**src/rtl/apb_uart_slave_if.sv**
```systemverilog
`default_nettype none

//============================================================================
// Module      : apb_uart_slave_if
// Description : APB3 slave front-end for the apb_uart core. Turns a
//               PSEL/PENABLE transfer into one level-held core strobe
//               (TX_detect, RX_detect, config_write_detect or
//               config_read_detect). It then waits for core_ready and
//               returns a single-cycle PREADY with PRDATA/PSLVERR. It does
//               not accept a new transfer until core_ready has fallen.
//
// Ports       : PCLK, PRESET            - clock, synchronous active-high reset
//               PSEL/PENABLE/PWRITE     - APB control
//               PADDR, PWDATA           - APB address / write data
//               PRDATA, PREADY, PSLVERR - registered APB response
//               write_data_in           - latched PWDATA to the core
//               config_address          - latched PADDR to the core
//               TX_detect, RX_detect,
//               config_write_detect,
//               config_read_detect      - one-hot core command strobes
//               core_read_data          - core read data
//               core_ready, core_error  - core handshake
//
// Options     : APB_UART_TIMEOUT_EN - when defined, adds a BUSY watchdog
//               that errors out after TIMEOUT_CYCLES without core_ready.
//
// Revision    : 1.0 - initial release
//============================================================================

`ifndef DATA_WIDTH
`define DATA_WIDTH 32
`endif
`ifndef ADDR_WIDTH
`define ADDR_WIDTH 8
`endif

module apb_uart_slave_if #(
    parameter int                    DATA_WIDTH     = `DATA_WIDTH,
    parameter int                    ADDR_WIDTH     = `ADDR_WIDTH,
    parameter logic [ADDR_WIDTH-1:0] TX_ADDR        = 'h00,
    parameter logic [ADDR_WIDTH-1:0] RX_ADDR        = 'h04,
    parameter int                    TIMEOUT_CYCLES = 4096
) (
    input  logic                  PCLK,
    input  logic                  PRESET,
    input  logic                  PSEL,
    input  logic                  PENABLE,
    input  logic                  PWRITE,
    input  logic [ADDR_WIDTH-1:0] PADDR,
    input  logic [DATA_WIDTH-1:0] PWDATA,
    output logic [DATA_WIDTH-1:0] PRDATA,
    output logic                  PREADY,
    output logic                  PSLVERR,
    output logic [DATA_WIDTH-1:0] write_data_in,
    output logic [ADDR_WIDTH-1:0] config_address,
    output logic                  TX_detect,
    output logic                  RX_detect,
    output logic                  config_write_detect,
    output logic                  config_read_detect,
    input  logic [DATA_WIDTH-1:0] core_read_data,
    input  logic                  core_ready,
    input  logic                  core_error
);

    typedef enum logic [1:0] {
        S_IDLE  = 2'd0,
        S_BUSY  = 2'd1,
        S_RESP  = 2'd2,
        S_DRAIN = 2'd3
    } state_t;

    // Strobe vector bit order: {TX, RX, config write, config read}
    localparam logic [3:0] c_STB_NONE = 4'b0000;
    localparam logic [3:0] c_STB_TX   = 4'b1000;
    localparam logic [3:0] c_STB_RX   = 4'b0100;
    localparam logic [3:0] c_STB_CW   = 4'b0010;
    localparam logic [3:0] c_STB_CR   = 4'b0001;

    state_t                r_state;
    state_t                w_state_nx;
    logic [3:0]            r_strb;
    logic [3:0]            w_strb_nx;
    logic                  r_write;
    logic                  w_write_nx;
    logic [DATA_WIDTH-1:0] r_prdata;
    logic [DATA_WIDTH-1:0] w_prdata_nx;
    logic [DATA_WIDTH-1:0] r_wdata;
    logic [DATA_WIDTH-1:0] w_wdata_nx;
    logic [ADDR_WIDTH-1:0] r_addr;
    logic [ADDR_WIDTH-1:0] w_addr_nx;
    logic                  r_pready;
    logic                  w_pready_nx;
    logic                  r_pslverr;
    logic                  w_pslverr_nx;

    logic                  w_xfer;
    logic                  w_illegal;
    logic                  w_timeout;

    assign w_xfer = PSEL & PENABLE;

    // TX data register is write-only and RX data register is read-only
    assign w_illegal = (PWRITE && (PADDR == RX_ADDR)) ||
                       (!PWRITE && (PADDR == TX_ADDR));

`ifdef APB_UART_TIMEOUT_EN
    logic [15:0] r_tmo_cnt;

    // Held at zero outside BUSY, so it restarts from zero on every BUSY entry
    always_ff @(posedge PCLK) begin
        if (PRESET || (r_state != S_BUSY)) begin
            r_tmo_cnt <= 16'd0;
        end else begin
            r_tmo_cnt <= r_tmo_cnt + 16'd1;
        end
    end

    assign w_timeout = (r_tmo_cnt == 16'(TIMEOUT_CYCLES));
`else
    // Without the watchdog the limit has no effect; BUSY waits forever
    logic w_unused_tmo;
    assign w_unused_tmo = (TIMEOUT_CYCLES != 0);
    assign w_timeout    = 1'b0;
`endif

    // Next-state and next-output logic; every output is registered below
    always_comb begin
        w_state_nx   = r_state;
        w_strb_nx    = r_strb;
        w_write_nx   = r_write;
        w_addr_nx    = r_addr;
        w_wdata_nx   = r_wdata;
        w_prdata_nx  = '0;
        w_pready_nx  = 1'b0;
        w_pslverr_nx = 1'b0;

        case (r_state)
            S_IDLE: begin
                w_strb_nx = c_STB_NONE;
                if (w_xfer) begin
                    w_addr_nx  = PADDR;
                    w_wdata_nx = PWDATA;
                    w_write_nx = PWRITE;
                    if (w_illegal) begin
                        // Rejected without ever touching the core
                        w_pready_nx  = 1'b1;
                        w_pslverr_nx = 1'b1;
                        w_state_nx   = S_RESP;
                    end else begin
                        if (PWRITE) begin
                            w_strb_nx = (PADDR == TX_ADDR) ? c_STB_TX : c_STB_CW;
                        end else begin
                            w_strb_nx = (PADDR == RX_ADDR) ? c_STB_RX : c_STB_CR;
                        end
                        w_state_nx = S_BUSY;
                    end
                end
            end

            S_BUSY: begin
                // PSEL/PENABLE are deliberately ignored here: a started core
                // transfer always runs to completion.
                if (core_ready) begin
                    w_strb_nx    = c_STB_NONE;
                    w_pready_nx  = 1'b1;
                    w_prdata_nx  = r_write ? '0 : core_read_data;
                    w_pslverr_nx = core_error;
                    w_state_nx   = S_RESP;
                end else if (w_timeout) begin
                    w_strb_nx    = c_STB_NONE;
                    w_pready_nx  = 1'b1;
                    w_pslverr_nx = 1'b1;
                    w_state_nx   = S_RESP;
                end
            end

            S_RESP: begin
                w_strb_nx  = c_STB_NONE;
                w_state_nx = S_DRAIN;
            end

            S_DRAIN: begin
                // The core's done flag lags its strobe by a cycle; wait it out
                // so the next transfer does not see a stale ready.
                w_strb_nx = c_STB_NONE;
                if (!core_ready) begin
                    w_state_nx = S_IDLE;
                end
            end

            default: begin
                w_strb_nx  = c_STB_NONE;
                w_state_nx = S_IDLE;
            end
        endcase
    end

    always_ff @(posedge PCLK) begin
        if (PRESET) begin
            r_state   <= S_IDLE;
            r_strb    <= c_STB_NONE;
            r_write   <= 1'b0;
            r_addr    <= '0;
            r_wdata   <= '0;
            r_prdata  <= '0;
            r_pready  <= 1'b0;
            r_pslverr <= 1'b0;
        end else begin
            r_state   <= w_state_nx;
            r_strb    <= w_strb_nx;
            r_write   <= w_write_nx;
            r_addr    <= w_addr_nx;
            r_wdata   <= w_wdata_nx;
            r_prdata  <= w_prdata_nx;
            r_pready  <= w_pready_nx;
            r_pslverr <= w_pslverr_nx;
        end
    end

    assign PRDATA              = r_prdata;
    assign PREADY              = r_pready;
    assign PSLVERR             = r_pslverr;
    assign write_data_in       = r_wdata;
    assign config_address      = r_addr;
    assign TX_detect           = r_strb[3];
    assign RX_detect           = r_strb[2];
    assign config_write_detect = r_strb[1];
    assign config_read_detect  = r_strb[0];

endmodule

`default_nettype wire

```
**config.mk**
```make
export PLATFORM = sky130hd
export DESIGN_NAME = apb_uart_slave_if
export DESIGN_NICKNAME = d
export VERILOG_FILES = /design/src/rtl/apb_uart_slave_if.sv
export SDC_FILE = /design/constraint.sdc
export NUM_CORES = 1
export LEC_CHECK = 0
export ABC_CLOCK_PERIOD_IN_PS = 1800
export CORE_MARGIN = 3
export CORE_UTILIZATION = 32
export CTS_BUF_LIST = sky130_fd_sc_hd__clkbuf_4
export CTS_CLUSTER_DIAMETER = 50
export CTS_CLUSTER_SIZE = 28
export DETAILED_ROUTE_END_ITERATION = 8
export PLACE_DENSITY = 0.73
export SLEW_MARGIN = 20
export SYNTH_ARGS = -nofsm -noshare
export SYNTH_HDL_FRONTEND = slang
export SYNTH_SLANG_ARGS = --single-unit
```
**constraint.sdc**
```tcl
create_clock -name PCLK -period 1.8 [get_ports PCLK]
set_input_delay 0.54 -clock PCLK [delete_from_list [all_inputs] [get_ports PCLK]]
set_output_delay 0.54 -clock PCLK [all_outputs]
set_load 0.03 [all_outputs]
```
## Word level (Yosys, flattened, before mapping)

Index checks and enable logic that the tools add are counted.

- Register bits: 81
- Bits of input ports: 79
- Output and inout port bits: 78
- Logic and storage cells: 46

- Equality and inequality tests: 7
- Muxes and demuxes: 18
- Bitwise logic cells: 3
- Reduce and logical (&&, ||, !) cells: 10

Operators by type and width:

| kind | count |
|---|---|
| $mux 4 | 5 |
| $pmux 4 s3 | 1 |
| $eq 8x3->1 const B | 1 |
| $logic_not 8->1 | 1 |
| $mux 2 | 4 |
| $pmux 2 s4 | 1 |
| $ne 2x2->1 const B | 3 |
| $eq 2x2->1 const B | 2 |
| $mux 1 | 4 |
| $pmux 1 s2 | 2 |
| $reduce_or 4->1 | 1 |
| $mux 3 | 1 |
| $reduce_and 3->1 | 1 |
| $eq 2x1->1 const B | 1 |
| $logic_and 1x1->1 | 2 |
| $logic_not 2->1 | 1 |
| $not 1->1 | 2 |
| $reduce_and 2->1 | 1 |
| $reduce_or 2->1 | 1 |
| $and 1x1->1 | 1 |
| $logic_not 1->1 | 1 |
| $logic_or 1x1->1 | 1 |

## Depth between registers and ports, before layout

Gate-level depths: netlist of run 1.

- Depth in word-level cells: 6
- Mapped depth: 7
- Depth with buffers taken out: 6

## Least setup slack after synthesis of run 1

OpenSTA, ideal clock, no wires.

- Kind: register -> register
- Start point: register r_state[1]
- End point: register r_strb[3]
- Setup time: 0.070 ns
- Arrival: 1.585 ns
- Data required time: 1.730 ns
- Setup slack: 0.144 ns
- Cell stages (with the launch flop): 7
- Path buffers: 0
- Clock period less this slack: 1.656 ns
- Cells stage by stage: dfxtp_1 -> inv_1 -> ha_1 -> nor2b_2 -> or3b_1 -> or3_1 -> a21oi_1

- Longest elaborated chain between the ends: 3
- Elaborated cells between the ends (all ways): 7
- Classes of those cells: eq/ne (4); mux (1); reduce/logical (2)

Ends and longest elaborated chain:

| element | line | text |
|---|---|---|
| from (decl) | 79 | `state_t r_state;` |
| from (signal assigned) | 209 | `r_state <= w_state_nx;` |
| $eq 2x2->1 | 137 | `case (r_state)` |
| $reduce_or 2->1 (no line) | -- |  |
| $pmux 4 s3 | 137 |  |
| to (signal assigned) | 201 | `r_strb <= c_STB_NONE;` |
| to (signal assigned) | 210 | `r_strb <= w_strb_nx;` |
| to (decl) | 81 | `logic [3:0] r_strb;` |

Parallel ways exist; a longest one is shown, timed or not.
A chain may end at the register's enable or synchronous reset.

## Final worst setup path of run 1

- Start point: register r_wdata[21] (netlist: write_data_in[21])
- End point: output write_data_in[21]

RTL lines:

| element | line | text |
|---|---|---|
| from (decl) | 87 | `logic [DATA_WIDTH-1:0] r_wdata;` |
| from (signal assigned) | 213 | `r_wdata <= w_wdata_nx;` |
| to (decl) | 54 | `output logic [DATA_WIDTH-1:0] write_data_in,` |

No word-level cell between the ends.

==> results of run 1 <==
through the flow:
step,total power [W],area (sq um)
floorplan,0.00287,2690
global placement,0.00353,4440
detailed placement,0.00356,4440
CTS,0.00461,4490
global route,0.00485,4510
finish,0.00457,4510
state kept, by name, indices dropped and copies added (netlist names):
signal,flops
PREADY,1
PSLVERR,1
PRDATA,32
config_address,8
r_state,2
r_strb,4
write_data_in,32
r_write,1
layout make-up:
type,instances,share of cell area (%)
repair buffers,171,35.5
multi-input cells,197,22.2
inverters,2,0.166
clock buffers,9,1.50
clock inverters,6,1.86
well taps,102,2.83
flip-flops and latches,81,36.0
cell families after synthesis:
family / Yosys count / synth area share [%]
AND/OR/NAND/NOR: 140 / 24.0
flip-flops: 81 / 60.4
AO/OA/AOI/OAI: 51 / 10.2
buffers and inverters: 20 / 2.84
adder cells (fa/ha/maj): 5 / 2.33
XOR/XNOR: 1 / 0.326
cell usage after synthesis (2+ instances only):
| master | number | area share [%] |
|---|---|---|
| clkbuf_1 | 16 | 2.2 |
| and2_1 | 33 | 7.7 |
| nand2b_1 | 2 | 0.47 |
| a21oi_1 | 45 | 8.4 |
| nand3_1 | 5 | 0.93 |
| ha_1 | 5 | 2.3 |
| nand2_1 | 88 | 12 |
| inv_1 | 2 | 0.28 |
| nor3_1 | 3 | 0.56 |
| nor2_1 | 3 | 0.42 |
| dfxtp_1 | 81 | 60 |
power breakdown:
part,switching (W),internal [W],total [W]
registers,0.0000770,0.00197,0.00204
clock network,0.000597,0.000549,0.00115
logic,0.000798,0.000580,0.00138
worst register-to-register path, cell delays in order, from the launching register on:
cell	delay, ns
dfxtp_2	0.36
inv_1	0.07
ha_1	0.21
nor2b_2	0.16
or3b_1	0.39
or3_1	0.31
a21oi_1	0.15
layout by cell type (no fill, tap or decap), drive strengths merged, types with 2 or more instances in the layout:
cell type and instances:
ha 5, clkbuf 9, nor3 3, dfxtp 81, nand2 88, nor2 3
inv 2, nor2b 2, nand2b 2, nand3 5, buf 16, clkinvlp 2
clkdlybuf4s50 77, dlygate4sd2 73, clkinv 2, and2 33, bufinv 2, a21oi 45
clkdlybuf4s15 5
repair_timing:
action,4_1_cts,5_1_grt
buffers inserted,0,1
resized for setup,78,8
endpoints found under the setup margin,78,8
pin swaps,0,0
worst min-delay path by stage:
stage	startpoint	to
6_report	write_data_in[16]	write_data_in[16]
5_1_grt	write_data_in[8]	write_data_in[8]
4_1_cts	write_data_in[10]	write_data_in[10]
3_5_place_dp	write_data_in[10]	write_data_in[10]
3_3_place_gp	write_data_in[0]	write_data_in[0]
2_1_floorplan	r_write	r_write
per-layer routing:
metal  GRT usage (%)  wire length (um)  vias to the layer above
met4            6.07               123                        0
met1            17.7              3050                     1133
li1                -                 -                     1285
met2            27.7              3650                      124
met5               0                 0                        -
met3            9.12               994                       13
==> impl_metrics.csv, run 1 <==
group,metric,value,unit
finish,multi_input_area,1000,sq um
placement,portBuffers,156,
clock_network,path_clk_slew,0.13,ns
status,status,"completed",
placement,hpwl,5.90,mm
critical_path,r2r_slack,0.10,ns
clock_network,clockBufferDepth,2,
clock_network,numCtsBuffers,9,
critical_path,cp-end-kind,"output port",
clock_network,cts_sinks,81,
clock_network,cts_tree,"done",
placement,dp.cells,552,
finish,seqCellArea,1620,sq um
finish,drive_gt1_share,7.51,%
global_routing,grt_pass1_wl,12.7,mm
floorplan,initial_core_util,33.9,%
yosys,netlist_area,2690,sq um
global_routing,grt_pass1_vias,2612,
min_path,hp-class,"flip-flop to flip-flop",
clock_network,clock-root-buffer,"clkbuf_4",
critical_path,crit_fanout,2,
timing,finalClockSkew,0.0129,ns
critical_path,r2r-end,"r_strb[3]",
timing,relSlewSlack,76.7,%
yosys,synthFlopType,"dfxtp_1",
critical_path,cp.required,1.26,ns
critical_path,critPathTopFamily,"buffers and inverters",
routing,via_count,2555,
floorplan,coreArea,7930,sq um
yosys,synth-edff-count,0,
finish,fin_nets,546,
timing,holdWs,0.458,ns
global_routing,antenna_found_initial,0,
timing,setup_tns,0,ns
placement,pre_cts_ws,-0.350,ns
global_routing,grt_max_degree,42,
critical_path,path_depth,1,
routing,drt_wl_total,7.82,mm
finish,n_antenna_cell,0,
critical_path,start_kind,"flip-flop",
finish,area_growth,68.1,%
clock_network,holdBufCountCts,0,
floorplan,dieWidth,97.6,um
critical_path,cp.arrival,1.18,ns
critical_path,critPathBufInv,1,
floorplan,pin_count,157,
critical_path,rr_worst_depth,6,
timing,finalHoldViolCount,0,
timing,rsz0062_at_grt,"true",
critical_path,critPathKind,"flip-flop to output port",
finish,final_util,56.9,%
timing,finalSetupViolations,0,
critical_path,slowest_delay,0.41,ns
routing,first_pass_iters,4,
min_path,whs_path_depth,2,
finish,final_cells,568,
routing,drc_errors,0,
yosys,synthArstFlopShare,0,%
routing,avgRoutedWirePerCell,13.8,um
critical_path,reg2reg_from,"r_state[1]",
critical_path,crit_slowest_cell,"dlygate4sd2_1",
critical_path,critPathLaunch,"write_data_in[21]",
timing,max_freq,0.581,GHz
routing,antenna_left,0,
floorplan,placementRows,32,
critical_path,endpoint,"write_data_in[21]",
floorplan,die-area,9530,sq um
timing,slew_violations,0,
yosys,ys_types,26,
critical_path,worstPathCellList,"dlygate4sd2_1",
routing,drt-initial-drc-count,56,
finish,fillers,759,
global_routing,grt_usage,16.6,%
placement,gp_congestion,0.837,
flow_run,max-cap-violations,0,
global_routing,overflow,0,
power_and_ir_drop,ir_worst_vdd,0.455,mV
power_and_ir_drop,p_leak,2.04,nW
yosys,synth_nets,382,
clock_network,clk_latency,0.40,ns
floorplan,die_h,97.6,um
timing,final.min_clock_period,1.72,ns
yosys,synth_warnings,0,
yosys,yosysSeqAreaShare,60.4,%
yosys,ys_seq_elements,81,
clock_network,htree_levels,3,
yosys,syn_inst,298,
timing,worst_pin_slew,0.351,ns
timing,layout_setup_ws,0.0799,ns
routing,avgViaCountPerCell,4.50,
power_and_ir_drop,power.density,1010,nW/um^2
timing,post-route-period-util,95.6,%
yosys,avgSynthCellArea,9.01,sq um
No activity file was read; power rests on OpenSTA's default activity.
==> run 2: changes to the inputs <==
--- a/config.mk
+++ b/config.mk
@@ -13,6 +13,7 @@
 export CTS_CLUSTER_SIZE = 28
 export DETAILED_ROUTE_END_ITERATION = 8
 export PLACE_DENSITY = 0.73
+export SKIP_LAST_GASP = 1
 export SLEW_MARGIN = 20
 export SYNTH_ARGS = -nofsm -noshare
 export SYNTH_HDL_FRONTEND = slang
==> results of run 2 <==
Final layout, timing and power as in run 1 (identical DEF).
==> run 3: changes to the inputs <==
--- a/config.mk
+++ b/config.mk
@@ -7,12 +7,12 @@
 export LEC_CHECK = 0
 export ABC_CLOCK_PERIOD_IN_PS = 1800
 export CORE_MARGIN = 3
-export CORE_UTILIZATION = 32
+export CORE_UTILIZATION = 39
 export CTS_BUF_LIST = sky130_fd_sc_hd__clkbuf_4
 export CTS_CLUSTER_DIAMETER = 50
 export CTS_CLUSTER_SIZE = 28
 export DETAILED_ROUTE_END_ITERATION = 8
-export PLACE_DENSITY = 0.73
+export PLACE_DENSITY = 0.86
 export SKIP_LAST_GASP = 1
 export SLEW_MARGIN = 20
 export SYNTH_ARGS = -nofsm -noshare
==> impl_metrics.csv, run 3 (synthesis gave the netlist of run 1 again) <==
group,metric,value,unit
power_and_ir_drop,clockPowerShare,23.3,%
routing,dr_wl_met2,3.55,mm
finish,final_cell_mix,"88 x nand2_1, 81 x dfxtp_1, 77 x clkdlybuf4s50_1, 77 x dlygate4sd2_1, 45 x a21oi_1",
placement,dp.cells,528,
floorplan,die-area,7920,sq um
min_path,min_from,"write_data_in[0]",
routing,drt-initial-drc-count,138,
clock_network,clk_latency,0.42,ns
flow_run,max-cap-violations,0,
routing,drt_wl_total,7.46,mm
critical_path,worstPathCellList,"dlygate4sd2_1",
routing,avgViaCountPerCell,4.77,
timing,max_freq,0.580,GHz
status,status,"completed",
timing,post-route-period-util,95.7,%
routing,first_pass_iters,4,
critical_path,r2r_slack,0.08,ns
critical_path,crit_fanout,2,
routing,drc_errors,0,
critical_path,critPathTopFamily,"buffers and inverters",
clock_network,htree_levels,3,
power_and_ir_drop,ir_worst_vdd,0.550,mV
finish,final_cells,544,
routing,dr_wl_met3,1.02,mm
critical_path,critPathKind,"flip-flop to output port",
timing,slew_violations,0,
min_path,hp-class,"flip-flop to flip-flop",
floorplan,die_h,89.0,um
critical_path,r2r-end,"r_strb[3]",
floorplan,pin_count,157,
power_and_ir_drop,swShare,32.7,%
critical_path,reg2reg_from,"r_state[1]",
min_path,holdPathEnd,"write_data_in[0]",
timing,relSlewSlack,66.2,%
global_routing,antenna_found_initial,0,
global_routing,grt_pass1_wl,11.2,mm
power_and_ir_drop,p_sw,0.00146,W
clock_network,holdBufCountCts,0,
power_and_ir_drop,p_int,0.00301,W
global_routing,grt_max_degree,50,
finish,n_antenna_cell,0,
clock_network,clock-root-buffer,"clkbuf_4",
finish,multi_input_area,995,sq um
power_and_ir_drop,power.density,1000,nW/um^2
clock_network,cts_sinks,81,
clock_network,cts_tree,"done",
global_routing,grt_usage,18.7,%
placement,hpwl,5.60,mm
critical_path,rr_worst_depth,6,
global_routing,overflow,0,
critical_path,cp-end-kind,"output port",
critical_path,critPathBufInv,1,
timing,finalSetupViolations,0,
timing,rsz0062_at_grt,"false",
placement,portBuffers,156,
finish,mostFrequentLayoutCell,"nand2_1",
min_path,whs_path_depth,2,
timing,worst_pin_slew,0.507,ns
floorplan,initial_core_util,41.3,%
critical_path,crit_slowest_cell,"dlygate4sd2_1",
critical_path,start_kind,"flip-flop",
finish,seqCellArea,1620,sq um
floorplan,coreArea,6490,sq um
critical_path,cp.arrival,1.18,ns
finish,fin_nets,546,
critical_path,cp.required,1.26,ns
routing,highest_layer,"met4",
routing,via_count,2594,
floorplan,placementRows,29,
routing,wl_met1,2.77,mm
clock_network,numCtsBuffers,9,
power_and_ir_drop,total_power,0.00447,W
clock_network,path_clk_slew,0.14,ns
routing,avgRoutedWirePerCell,13.7,um
finish,fillers,535,
timing,final.min_clock_period,1.72,ns
power_and_ir_drop,p_leak,2.05,nW
global_routing,grt_pass1_vias,2521,
critical_path,slowest_delay,0.41,ns
power_and_ir_drop,p_comb_share,31.2,%
power_and_ir_drop,seqPwrFrac,45.6,%
placement,gp_congestion,0.860,
floorplan,dieWidth,89.0,um
routing,antenna_left,0,
clock_network,clockBufferDepth,2,
timing,finalClockSkew,0.0224,ns
finish,drive_gt1_share,7.28,%
timing,finalHoldViolCount,0,
finish,area_growth,66.4,%
[run 3: cell types whose count changed in the layout (fill, tap and decap cells not counted), sizes merged]
cell,change
dlygate4sd2,+4
bufinv,-1
clkinvlp,+1
clkbuf,+2
clkdlybuf4s15,-4
clkinv,-1
[run 3: final cells by class]
class | count | area share, %
Clock buffer | 11 | 1.85
Clock inverter | 5 | 1.26
Inverter | 2 | 0.168
Multi-Input combinational cell | 197 | 22.3
Sequential cell | 81 | 36.3
Tap cell | 77 | 2.16
Timing Repair Buffer | 171 | 36.0
[run 3: per-stage QoR]
step | instance area [sq um] | setup WS, ns | utilization, % | setup TNS (ns) | hold WS, ns
floorplan | 2690 | 0.144 | - | 0 | 0.437
global placement | 4420 | -0.340 | 68.1 | -8.02 | 0.441
detailed placement | 4420 | -0.286 | 68.1 | -9.07 | 0.446
CTS | 4470 | 0.0390 | 68.8 | 0 | 0.461
global route | 4470 | 0.00308 | 68.8 | 0 | 0.472
finish | 4470 | 0.0769 | 68.8 | 0 | 0.457
[run 3: worst reg2reg max path, delay by kind of cell (launching register included)]
| family | cells | cell delay, ns |
|---|---|---|
| AO/OA/AOI/OAI | 1 | 0.15 |
| adder cells (fa/ha/maj) | 1 | 0.22 |
| buffers and inverters | 1 | 0.08 |
| flip-flops | 1 | 0.35 |
| AND/OR/NAND/NOR | 3 | 0.87 |
[run 3: what timing repair did]
item	CTS	global route
resized for setup	78	2
setup buffers	0	0
endpoints found under the setup margin	78	2
[run 3: worst max path at each step]
stage	cells past startpoint	endpoint	from
2_1_floorplan	6	r_strb[3]	r_state[1]
3_3_place_gp	6	r_strb[3]	PADDR[3]
3_5_place_dp	6	r_strb[3]	PADDR[3]
4_1_cts	1	config_address[2]	config_address[2]
5_1_grt	1	write_data_in[15]	write_data_in[15]
6_report	1	write_data_in[30]	write_data_in[30]
[run 3: power by group through the flow]
stage	registers, W	logic, W	clock network, W
final	0.00204	0.00139	0.00104
after global routing	0.00206	0.00151	0.00115
after CTS	0.00204	0.00140	0.00108
after detailed placement	0.00209	0.00149	0
after global placement	0.00208	0.00147	0
after floorplan	0.00238	0.000489	0
[run 3: routing by layer]
layer | up-vias | global-route usage (%)
met2 | 129 | 30.8
met5 | - | 0
met3 | 10 | 9.49
li1 | 1284 | -
met1 | 1171 | 19.9
met4 | 0 | 9.20
